$ cat config.mk
export PLATFORM = sky130hd
export DESIGN_NAME = shm_i2c_arbiter_flat
export DESIGN_NICKNAME = d
export VERILOG_FILES = /design/src/rtl/shm_i2c_arbiter_if.sv /design/src/rtl/shm_i2c_arbiter.sv /design/src/flat_wrapper.sv
export SDC_FILE = /design/constraint.sdc
export NUM_CORES = 1
export LEC_CHECK = 0
export ABC_AREA = 1
export CORE_MARGIN = 2
export CORE_UTILIZATION = 48
export DETAILED_ROUTE_END_ITERATION = 16
export PLACE_DENSITY = 0.82
export RECOVER_POWER = 50
export SLEW_MARGIN = 10
export SYNTH_ARGS = -nofsm -noshare
export SYNTH_HDL_FRONTEND = slang
export SYNTH_SLANG_ARGS = --single-unit
export TNS_END_PERCENT = 20
$ cat constraint.sdc
create_clock -name clk -period 2.55 [get_ports clk]
set_input_delay 0.51 -clock clk [delete_from_list [all_inputs] [get_ports clk]]
set_output_delay 0.51 -clock clk [all_outputs]
set_load 0.01 [all_outputs]
$ cat src/rtl/shm_i2c_arbiter_if.sv
// Bundle of the requester-side handshake and the I2C-controller-side bus
// seen by the shared-I2C arbiter. The arbiter takes the slave view and the
// requesters/controller (or a bench) take the master view.
interface shm_i2c_arbiter_if #(
  parameter int NUM_REQ   = 3,
  parameter int REPEAT_SZ = 6
);
  // Requester side
  logic [NUM_REQ-1:0]           req_valid;
  logic [8*NUM_REQ-1:0]         req_location;
  logic [8*NUM_REQ-1:0]         req_data;
  logic [REPEAT_SZ*NUM_REQ-1:0] req_repeat;
  logic [NUM_REQ-1:0]           req_ready;
  logic [NUM_REQ-1:0]           done;
  logic                         done_ok;
  logic                         arb_busy;
  logic [7:0]                   error_count;

  // Controller side
  logic                         i2c_activate;
  logic [7:0]                   i2c_location;
  logic [7:0]                   i2c_data;
  logic [REPEAT_SZ-1:0]         i2c_repeat;
  logic                         i2c_busy;
  logic                         i2c_success;
  logic                         i2c_abort;

  modport slave (
    input  req_valid, req_location, req_data, req_repeat,
    input  i2c_busy, i2c_success, i2c_abort,
    output req_ready, done, done_ok, arb_busy, error_count,
    output i2c_activate, i2c_location, i2c_data, i2c_repeat
  );

  modport master (
    output req_valid, req_location, req_data, req_repeat,
    output i2c_busy, i2c_success, i2c_abort,
    input  req_ready, done, done_ok, arb_busy, error_count,
    input  i2c_activate, i2c_location, i2c_data, i2c_repeat
  );
endinterface

$ cat src/rtl/shm_i2c_arbiter.sv
// Round-robin arbiter sharing one I2C write controller between NUM_REQ
// requesters. One transaction at a time: grant, wait for the controller to
// go busy (with a start timeout), wait for it to go idle, then report the
// outcome to the owner with a one-cycle done pulse.
module shm_i2c_arbiter #(
  parameter int NUM_REQ       = 3,
  parameter int REPEAT_SZ     = 6,
  parameter int START_TIMEOUT = 1024
) (
  input logic              clk,
  input logic              reset_n,
  shm_i2c_arbiter_if.slave bus
);

  localparam int IDX_W = (NUM_REQ > 1) ? $clog2(NUM_REQ) : 1;
  localparam int TMR_W = $clog2(START_TIMEOUT + 1);
  localparam logic [IDX_W:0]   NREQ_EXT = (IDX_W + 1)'(NUM_REQ);
  localparam logic [IDX_W-1:0] LAST_IDX = IDX_W'(NUM_REQ - 1);
  localparam logic [TMR_W-1:0] TMR_LAST = TMR_W'(START_TIMEOUT - 1);

  typedef enum logic [1:0] {
    IDLE,
    WAIT_BUSY,
    WAIT_DONE,
    COMPLETE
  } state_t;

  state_t               state_reg;
  logic [IDX_W-1:0]     ptr_reg;
  logic [IDX_W-1:0]     owner_reg;
  logic [TMR_W-1:0]     timer_reg;
  logic                 success_seen_reg;
  logic                 abort_seen_reg;
  logic [NUM_REQ-1:0]   req_ready_reg;
  logic [NUM_REQ-1:0]   done_reg;
  logic                 done_ok_reg;
  logic                 arb_busy_reg;
  logic                 activate_reg;
  logic [7:0]           location_reg;
  logic [7:0]           data_reg;
  logic [REPEAT_SZ-1:0] repeat_reg;
  logic [7:0]           error_count_reg;

  logic                 win_found;
  logic [IDX_W-1:0]     win_idx;
  logic [IDX_W:0]       cand;
  logic [7:0]           win_location;
  logic [7:0]           win_data;
  logic [REPEAT_SZ-1:0] win_repeat;
  logic                 finish_ok;
  logic [7:0]           error_count_inc;

  // Round-robin search: scan offsets from the pointer downwards so that the
  // smallest offset with a valid request is the one left standing.
  always_comb begin
    win_found = 1'b0;
    win_idx   = '0;
    cand      = '0;
    for (int k = NUM_REQ - 1; k >= 0; k--) begin
      cand = {1'b0, ptr_reg} + (IDX_W + 1)'(k);
      if (cand >= NREQ_EXT) begin
        cand = cand - NREQ_EXT;
      end
      if (bus.req_valid[cand[IDX_W-1:0]]) begin
        win_found = 1'b1;
        win_idx   = cand[IDX_W-1:0];
      end
    end
  end

  assign win_location = bus.req_location[8*win_idx +: 8];
  assign win_data     = bus.req_data[8*win_idx +: 8];
  assign win_repeat   = bus.req_repeat[REPEAT_SZ*win_idx +: REPEAT_SZ];

  // Status pulses arriving in the same cycle busy falls still count.
  assign finish_ok = (success_seen_reg | bus.i2c_success) &
                     ~(abort_seen_reg | bus.i2c_abort);

  assign error_count_inc = (error_count_reg == 8'hFF) ? 8'hFF : error_count_reg + 8'd1;

  // Transaction sequencer with all outputs registered.
  always_ff @(posedge clk or negedge reset_n) begin
    if (!reset_n) begin
      state_reg        <= IDLE;
      ptr_reg          <= '0;
      owner_reg        <= '0;
      timer_reg        <= '0;
      success_seen_reg <= 1'b0;
      abort_seen_reg   <= 1'b0;
      req_ready_reg    <= '0;
      done_reg         <= '0;
      done_ok_reg      <= 1'b0;
      arb_busy_reg     <= 1'b0;
      activate_reg     <= 1'b0;
      location_reg     <= '0;
      data_reg         <= '0;
      repeat_reg       <= '0;
      error_count_reg  <= '0;
    end else begin
      req_ready_reg <= '0;
      done_reg      <= '0;
      case (state_reg)
        IDLE: begin
          done_ok_reg  <= 1'b0;
          arb_busy_reg <= 1'b0;
          if (win_found && !bus.i2c_busy) begin
            state_reg              <= WAIT_BUSY;
            owner_reg              <= win_idx;
            ptr_reg                <= (win_idx == LAST_IDX) ? '0 : win_idx + 1'b1;
            req_ready_reg[win_idx] <= 1'b1;
            arb_busy_reg           <= 1'b1;
            activate_reg           <= 1'b1;
            location_reg           <= win_location;
            data_reg               <= win_data;
            repeat_reg             <= win_repeat;
            timer_reg              <= '0;
            success_seen_reg       <= 1'b0;
            abort_seen_reg         <= 1'b0;
          end
        end
        WAIT_BUSY: begin
          if (bus.i2c_success) success_seen_reg <= 1'b1;
          if (bus.i2c_abort)   abort_seen_reg   <= 1'b1;
          if (bus.i2c_busy) begin
            activate_reg <= 1'b0;
            state_reg    <= WAIT_DONE;
          end else if (timer_reg == TMR_LAST) begin
            // Controller never started: report failure to the owner.
            activate_reg        <= 1'b0;
            state_reg           <= COMPLETE;
            done_reg[owner_reg] <= 1'b1;
            done_ok_reg         <= 1'b0;
            error_count_reg     <= error_count_inc;
          end else begin
            timer_reg <= timer_reg + 1'b1;
          end
        end
        WAIT_DONE: begin
          if (bus.i2c_success) success_seen_reg <= 1'b1;
          if (bus.i2c_abort)   abort_seen_reg   <= 1'b1;
          if (!bus.i2c_busy) begin
            state_reg           <= COMPLETE;
            done_reg[owner_reg] <= 1'b1;
            done_ok_reg         <= finish_ok;
            if (!finish_ok) begin
              error_count_reg <= error_count_inc;
            end
          end
        end
        COMPLETE: begin
          state_reg    <= IDLE;
          done_ok_reg  <= 1'b0;
          arb_busy_reg <= 1'b0;
        end
        default: begin
          state_reg <= IDLE;
        end
      endcase
    end
  end

  assign bus.req_ready    = req_ready_reg;
  assign bus.done         = done_reg;
  assign bus.done_ok      = done_ok_reg;
  assign bus.arb_busy     = arb_busy_reg;
  assign bus.error_count  = error_count_reg;
  assign bus.i2c_activate = activate_reg;
  assign bus.i2c_location = location_reg;
  assign bus.i2c_data     = data_reg;
  assign bus.i2c_repeat   = repeat_reg;

endmodule

$ cat src/flat_wrapper.sv
// flat-port wrapper written by rule: the top's interface ports become plain ports
module shm_i2c_arbiter_flat 
#(
  parameter int NUM_REQ       = 3,
  parameter int REPEAT_SZ     = 6,
  parameter int START_TIMEOUT = 1024
)
  (clk, reset_n, bus_req_valid, bus_req_location, bus_req_data, bus_req_repeat, bus_i2c_busy, bus_i2c_success, bus_i2c_abort, bus_req_ready, bus_done, bus_done_ok, bus_arb_busy, bus_error_count, bus_i2c_activate, bus_i2c_location, bus_i2c_data, bus_i2c_repeat);
  shm_i2c_arbiter_if #(.NUM_REQ(NUM_REQ), .REPEAT_SZ(REPEAT_SZ)) bus_i ();
  input logic clk;
  input logic reset_n;
  input wire logic [$bits(bus_i.req_valid)-1:0] bus_req_valid;
  input wire logic [$bits(bus_i.req_location)-1:0] bus_req_location;
  input wire logic [$bits(bus_i.req_data)-1:0] bus_req_data;
  input wire logic [$bits(bus_i.req_repeat)-1:0] bus_req_repeat;
  input wire logic [$bits(bus_i.i2c_busy)-1:0] bus_i2c_busy;
  input wire logic [$bits(bus_i.i2c_success)-1:0] bus_i2c_success;
  input wire logic [$bits(bus_i.i2c_abort)-1:0] bus_i2c_abort;
  output wire logic [$bits(bus_i.req_ready)-1:0] bus_req_ready;
  output wire logic [$bits(bus_i.done)-1:0] bus_done;
  output wire logic [$bits(bus_i.done_ok)-1:0] bus_done_ok;
  output wire logic [$bits(bus_i.arb_busy)-1:0] bus_arb_busy;
  output wire logic [$bits(bus_i.error_count)-1:0] bus_error_count;
  output wire logic [$bits(bus_i.i2c_activate)-1:0] bus_i2c_activate;
  output wire logic [$bits(bus_i.i2c_location)-1:0] bus_i2c_location;
  output wire logic [$bits(bus_i.i2c_data)-1:0] bus_i2c_data;
  output wire logic [$bits(bus_i.i2c_repeat)-1:0] bus_i2c_repeat;
  assign bus_i.req_valid = bus_req_valid;
  assign bus_i.req_location = bus_req_location;
  assign bus_i.req_data = bus_req_data;
  assign bus_i.req_repeat = bus_req_repeat;
  assign bus_i.i2c_busy = bus_i2c_busy;
  assign bus_i.i2c_success = bus_i2c_success;
  assign bus_i.i2c_abort = bus_i2c_abort;
  assign bus_req_ready = bus_i.req_ready;
  assign bus_done = bus_i.done;
  assign bus_done_ok = bus_i.done_ok;
  assign bus_arb_busy = bus_i.arb_busy;
  assign bus_error_count = bus_i.error_count;
  assign bus_i2c_activate = bus_i.i2c_activate;
  assign bus_i2c_location = bus_i.i2c_location;
  assign bus_i2c_data = bus_i.i2c_data;
  assign bus_i2c_repeat = bus_i.i2c_repeat;
  shm_i2c_arbiter #(.NUM_REQ(NUM_REQ), .REPEAT_SZ(REPEAT_SZ), .START_TIMEOUT(START_TIMEOUT)) u_core (.clk(clk), .reset_n(reset_n), .bus(bus_i));
endmodule
==> impl_metrics.ini, run 1 <==
[min_path]
min_to = u_core.bus.done[0]$_DFF_PN0_
holdPathStages = 1
min_path_type = register to register
worstHoldStart = u_core.owner_reg[1]$_DFFE_PN0P_

[die]
dieArea_sq_um = 8460
die_y_um = 92.0
core.rowCount = 32
core_area_sq_um = 7610
start_util = 0.488
io_pins = 113
fp.dieW_um = 92.0

[worst_setup_path]
reg2reg_depth = 13
critPathRequiredTime_ns = 2.79
r2r_start = u_core.ptr_reg[0]$_DFFE_PN0P_
start_kind = register
cp-end-kind = register
timing.reg2reg.setup_slack_ns = 0.39
cp_max_fo = 18
crit_start = u_core.ptr_reg[0]$_DFFE_PN0P_
timing.rr.end = u_core.bus.i2c_data[2]$_DFFE_PN0P_
crit_type = register to register
worstPathArrival_ns = 2.40

[pwr]
p_leak_uw = 0.00279
powerDensity_nw_per_um2 = 1030
peakVddDrop_uv = 671

[synth]
synth.cell_area_sq_um = 3720
ys_ff_latch = 58
synth_top_cell_by_area = dfrtp_1
yosys_warnings = 0
async_reset_ff_frac = 1.00
syn_area_per_cell_sq_um = 6.82
syn_inst = 545
synthFlopType = dfrtp_1
yosys.area.top_type_share = 0.391
yosysMostFrequentCell = nand2_1
synth_common_cells = nand2_1, inv_1, nor2_1
synth.area.top_cells = dfrtp_1, nand2_1, inv_1
yosys.cell_types.count = 35
synth_nets = 630
synth_edf_count = 0
ys_seq_area_frac = 0.391

[grt]
antenna_found_initial = 0
grt_usage = 0.233
grt_max_degree = 34
gr-total-overflow = 0
grt_pass1_wl_um = 15700
grt_pass1_vias = 3516

[route]
via_per_inst = 4.84
drt_first_pass_iters = 4
via_count = 3712
wl_per_cell_um = 12.4
drt_wl_total_um = 9490
remaining_drc_errors = 0
drt-initial-drc-count = 190
postRouteAntennaNets = 0

[finish]
n_antenna_cell = 0
final-instance-count-excl-fill = 767
largest_reg_flops = 11
drive_gt1_frac = 0.0647
nNetsFinal = 745
syn_to_final_growth_pct = 38.4

[placement]
dp_cells = 751
globalplace.congestion = 0.873
detailedPlacementHpwl_um = 7110
place_ws_ns = 0.118
portBuffers = 112

[sta]
final_max_slew_viol_count = 0
setup_tns_ns = 0
fmax_mhz = 462
min_period_over_period = 0.848
finalHoldViolations = 0
hold_ws_ns = 0.425
max_slew.worst_pin.slew_ns = 1.33
setup_ws_ns = 0.387
period_needed_ns = 2.16
fin_skew_ns = 0.00830
setup_viol = 0
slew_headroom = 0.114
rsz0062_at_grt = no

[clock_network]
cts_buffers = 9
clock_sinks = 58
ctsHoldBuffers = 0
h-tree-depth = 3
clk_transition_reported_paths_ns = 0.07
clockRootBuffer = clkbuf_8
ctsLongestPathBuffers = 2
clk_latency_ns = 0.34
cts_tree = yes

[run_status]
status = completed

[job]
maxCapViolCount = 0
## stage by stage
| step | instance area, sq um | power [uW] | util |
|---|---|---|---|
| floorplan | 3720 | 3340 | - |
| global placement | 4950 | 4340 | 0.650 |
| detailed placement | 4950 | 4420 | 0.650 |
| CTS | 5160 | 5390 | 0.679 |
| global route | 5140 | 5800 | 0.676 |
| finish | 5140 | 5320 | 0.676 |
## kinds of logic after synthesis
logic type,Yosys count,share of synthesized area
compound gates,30,0.0448
xor+xnor,11,0.0259
fa+ha+maj,11,0.0370
buf+inv,107,0.115
flops,58,0.391
simple gates,328,0.386
## report_power, final
group | leakage, uW | switching, uW | internal [uW]
clock | 0.000113 | 397 | 550
sequential | 0.000750 | 215 | 1230
combinational | 0.00193 | 1740 | 1190
## worst max-delay path by stage
| stage | slack (ns) | end | cells after the start |
|---|---|---|---|
| floorplan | 0.73 | u_core.bus.i2c_data[3]$_DFFE_PN0P_ | 13 |
| global placement | 0.22 | u_core.timer_reg[8]$_DFFE_PN0P_ | 5 |
| detailed placement | 0.12 | u_core.timer_reg[10]$_DFFE_PN0P_ | 5 |
| CTS | 0.16 | u_core.timer_reg[10]$_DFFE_PN0P_ | 9 |
| global route | 0.16 | u_core.owner_reg[0]$_DFFE_PN0P_ | 12 |
| finish | 0.39 | u_core.bus.i2c_data[2]$_DFFE_PN0P_ | 13 |
## placed cells by master (no fill, tap or decap), types with 2 or more instances in the layout
cell type	count
o21ai_2	2
ha_1	11
nor2_1	72
o21ai_0	13
o21ai_1	6
nand3b_1	13
nand4_1	5
bufinv_16	2
clkinv_2	3
a21oi_1	5
nor3_1	3
inv_2	6
inv_1	84
clkbuf_8	9
dfrtp_1	58
nand3_1	52
clkdlybuf4s50_1	96
nand2_1	172
xnor2_1	4
dlygate4sd3_1	15
buf_4	8
xor2_1	7
## area by class of cell
type	count	area [sq um]
Clock buffer	9	124
Clock inverter	7	92.6
Fill cell	637	2460
Inverter	90	338
Multi-Input combinational cell	380	1830
Sequential cell	58	1450
Tap cell	102	128
Timing Repair Buffer	121	1180
## worst max-delay path: stages (launching register included)
cell and delay [ns]:
dfrtp_1 0.40, inv_1 0.08, ha_1 0.36, inv_2 0.10, nand3_1 0.14, inv_2 0.09, a21oi_2 0.04, nand3_2 0.11
nand3_4 0.18, buf_4 0.27, nand2_1 0.08, inv_1 0.04, nor2_1 0.11, nand2_1 0.06
## metal layers
metal / part of all wire / GRT usage
met2: 0.51 / 0.411
met4: 0.015 / 0.0684
met1: 0.41 / 0.266
met3: 0.073 / 0.0830
met5: 0 / 0
## repair_timing
action                     CTS  global route
gates resized for setup      0             1
setup buffers                0             0
setup endpoints to repair    0            11
No activity file was read; power rests on OpenSTA's default activity.
==> run 2: changes to the inputs <==
Clock period 2.55 ns to 2.1 ns, I/O delays scaled along.
==> run 2 against run 1 <==
Highest routed layer unchanged. Critical path type unchanged. Clock skew is essentially flat. Design area grew 2.9%. Sequential power grew 22%.
==> impl_metrics.ini, run 2 (synthesis results as in run 1) <==
[worst_setup_path]
cp_max_fo = 24
r2r_start = u_core.ptr_reg[0]$_DFFE_PN0P_
reg2reg_depth = 13
start_kind = register
timing.rr.end = u_core.bus.i2c_data[4]$_DFFE_PN0P_
crit_type = register to register
worstPathArrival_ns = 2.17
timing.reg2reg.setup_slack_ns = 0.15
cp-end-kind = register
critPathRequiredTime_ns = 2.32

[min_path]
min_path_type = input port to asynchronous set/reset pin

[sta]
setup_tns_ns = 0
final_max_slew_viol_count = 0
finalHoldViolations = 0
max_slew.worst_pin.slew_ns = 0.978
rsz0062_at_grt = no
period_needed_ns = 1.95
setup_ws_ns = 0.150
fmax_mhz = 513
min_period_over_period = 0.929
fin_skew_ns = 0.00825
setup_viol = 0
hold_ws_ns = 0.219
slew_headroom = 0.348

[pwr]
p_leak_uw = 0.00286
power.internal_uw = 3770
peakVddDrop_uv = 697
p_comb_frac = 0.580
pwr-share-seq = 0.262
powerDensity_nw_per_um2 = 1260
clkPwrFrac = 0.157
p_switching_uw = 2910
swShare = 0.436
p_total_uw = 6670

[finish]
n_antenna_cell = 0
largest_reg_flops = 11
fill_cells = 638
layout_common_cells = nand2_1, clkdlybuf4s50_1, inv_1, nor2_1, dfrtp_1
syn_to_final_growth_pct = 42.4
final_cell_area_sq_um = 5290
final_common_cell = nand2_1
drive_gt1_frac = 0.0846
nNetsFinal = 754
seq_area_sq_um = 1450
multiInputGateArea_sq_um = 1870

[grt]
grt_pass1_vias = 3696
antenna_found_initial = 0
grt_pass1_wl_um = 16000
grt_usage = 0.236
gr-total-overflow = 0
grt_max_degree = 27

[clock_network]
ctsLongestPathBuffers = 2
cts_resized = 0
clk_latency_ns = 0.33
postCtsSetupRepairBufs = 0
clockRootBuffer = clkbuf_8
clock_sinks = 58
cts_buffers = 9
ctsHoldBuffers = 0
h-tree-depth = 3
clk_transition_reported_paths_ns = 0.07
cts_tree = yes

[route]
via_per_inst = 4.89
remaining_drc_errors = 0
drt-initial-drc-count = 118
drt_wl_total_um = 9810
via_count = 3793
postRouteAntennaNets = 0
drt_first_pass_iters = 6
wl_per_cell_um = 12.6

[die]
die_y_um = 92.0
core_area_sq_um = 7610
fp.dieW_um = 92.0
dieArea_sq_um = 8460
core.rowCount = 32
io_pins = 113
start_util = 0.488

[run_status]
status = completed

[placement]
detailedPlacementHpwl_um = 7360
place_ws_ns = -0.0373
dpl-instance-area_sq_um = 5070
portBuffers = 112
globalplace.congestion = 0.862

[job]
maxCapViolCount = 0
run 2: changes by cell type in the layout (fill, tap and decap cells not counted), sizes merged, moves of 2 or more:
cell / delta
dlygate4sd3: +2
clkdlybuf4s50: -2
buf: +8
clkbuf: +3
run 2: worst max path at each step:
stage | cells after the start | startpoint | to | slack, ns
after floorplan | 13 | u_core.ptr_reg[0]$_DFFE_PN0P_ | u_core.bus.i2c_data[3]$_DFFE_PN0P_ | 0.28
after global placement | 12 | bus_req_valid[1] | u_core.timer_reg[10]$_DFFE_PN0P_ | 0.03
after detailed placement | 12 | bus_req_valid[1] | u_core.timer_reg[10]$_DFFE_PN0P_ | -0.04
after CTS | 11 | u_core.ptr_reg[1]$_DFFE_PN0P_ | u_core.timer_reg[10]$_DFFE_PN0P_ | 0.05
after global routing | 13 | u_core.ptr_reg[1]$_DFFE_PN0P_ | u_core.bus.i2c_location[4]$_DFFE_PN0P_ | 0.007
final | 13 | u_core.ptr_reg[0]$_DFFE_PN0P_ | u_core.bus.i2c_data[4]$_DFFE_PN0P_ | 0.15
run 2: worst max-delay path, stage by stage (launching register included):
cell and delay (ns):
dfrtp_1 0.37, buf_4 0.14, ha_2 0.20, inv_2 0.11
nand2_1 0.08, nand3_1 0.10, nand2_1 0.11, nor2_2 0.13
o21ai_2 0.10, nand2_2 0.09, buf_12 0.17, nand2_1 0.08
nand3_1 0.10, nand2_1 0.06
run 2: through the flow:
step	utilization	instances
floorplan	-	545
global placement	0.666	760
finish	0.696	776
CTS	0.693	776
detailed placement	0.666	760
global route	0.696	776
run 2: cell type report:
type | count | area share
Clock inverter | 5 | 0.00993
Timing Repair Buffer | 130 | 0.246
Sequential cell | 58 | 0.275
Multi-Input combinational cell | 380 | 0.353
Clock buffer | 11 | 0.0286
Inverter | 90 | 0.0638
Tap cell | 102 | 0.0241
run 2: power groups by stage:
stage                     clock network, uW  registers [uW]  logic, uW
after global routing                   1120            1810       4310
after detailed placement                  0            1760       3810
after global placement                    0            1750       3720
final                                  1050            1750       3870
after CTS                              1070            1750       3850
after floorplan                           0            1850       2210
run 2: layer usage:
layer | part of all wire | track usage | vias up
met5 | 0 | 0 | -
met4 | 0.023 | 0.0896 | 0
met3 | 0.060 | 0.0649 | 20
met2 | 0.52 | 0.425 | 102
met1 | 0.39 | 0.264 | 1758
li1 | - | - | 1913
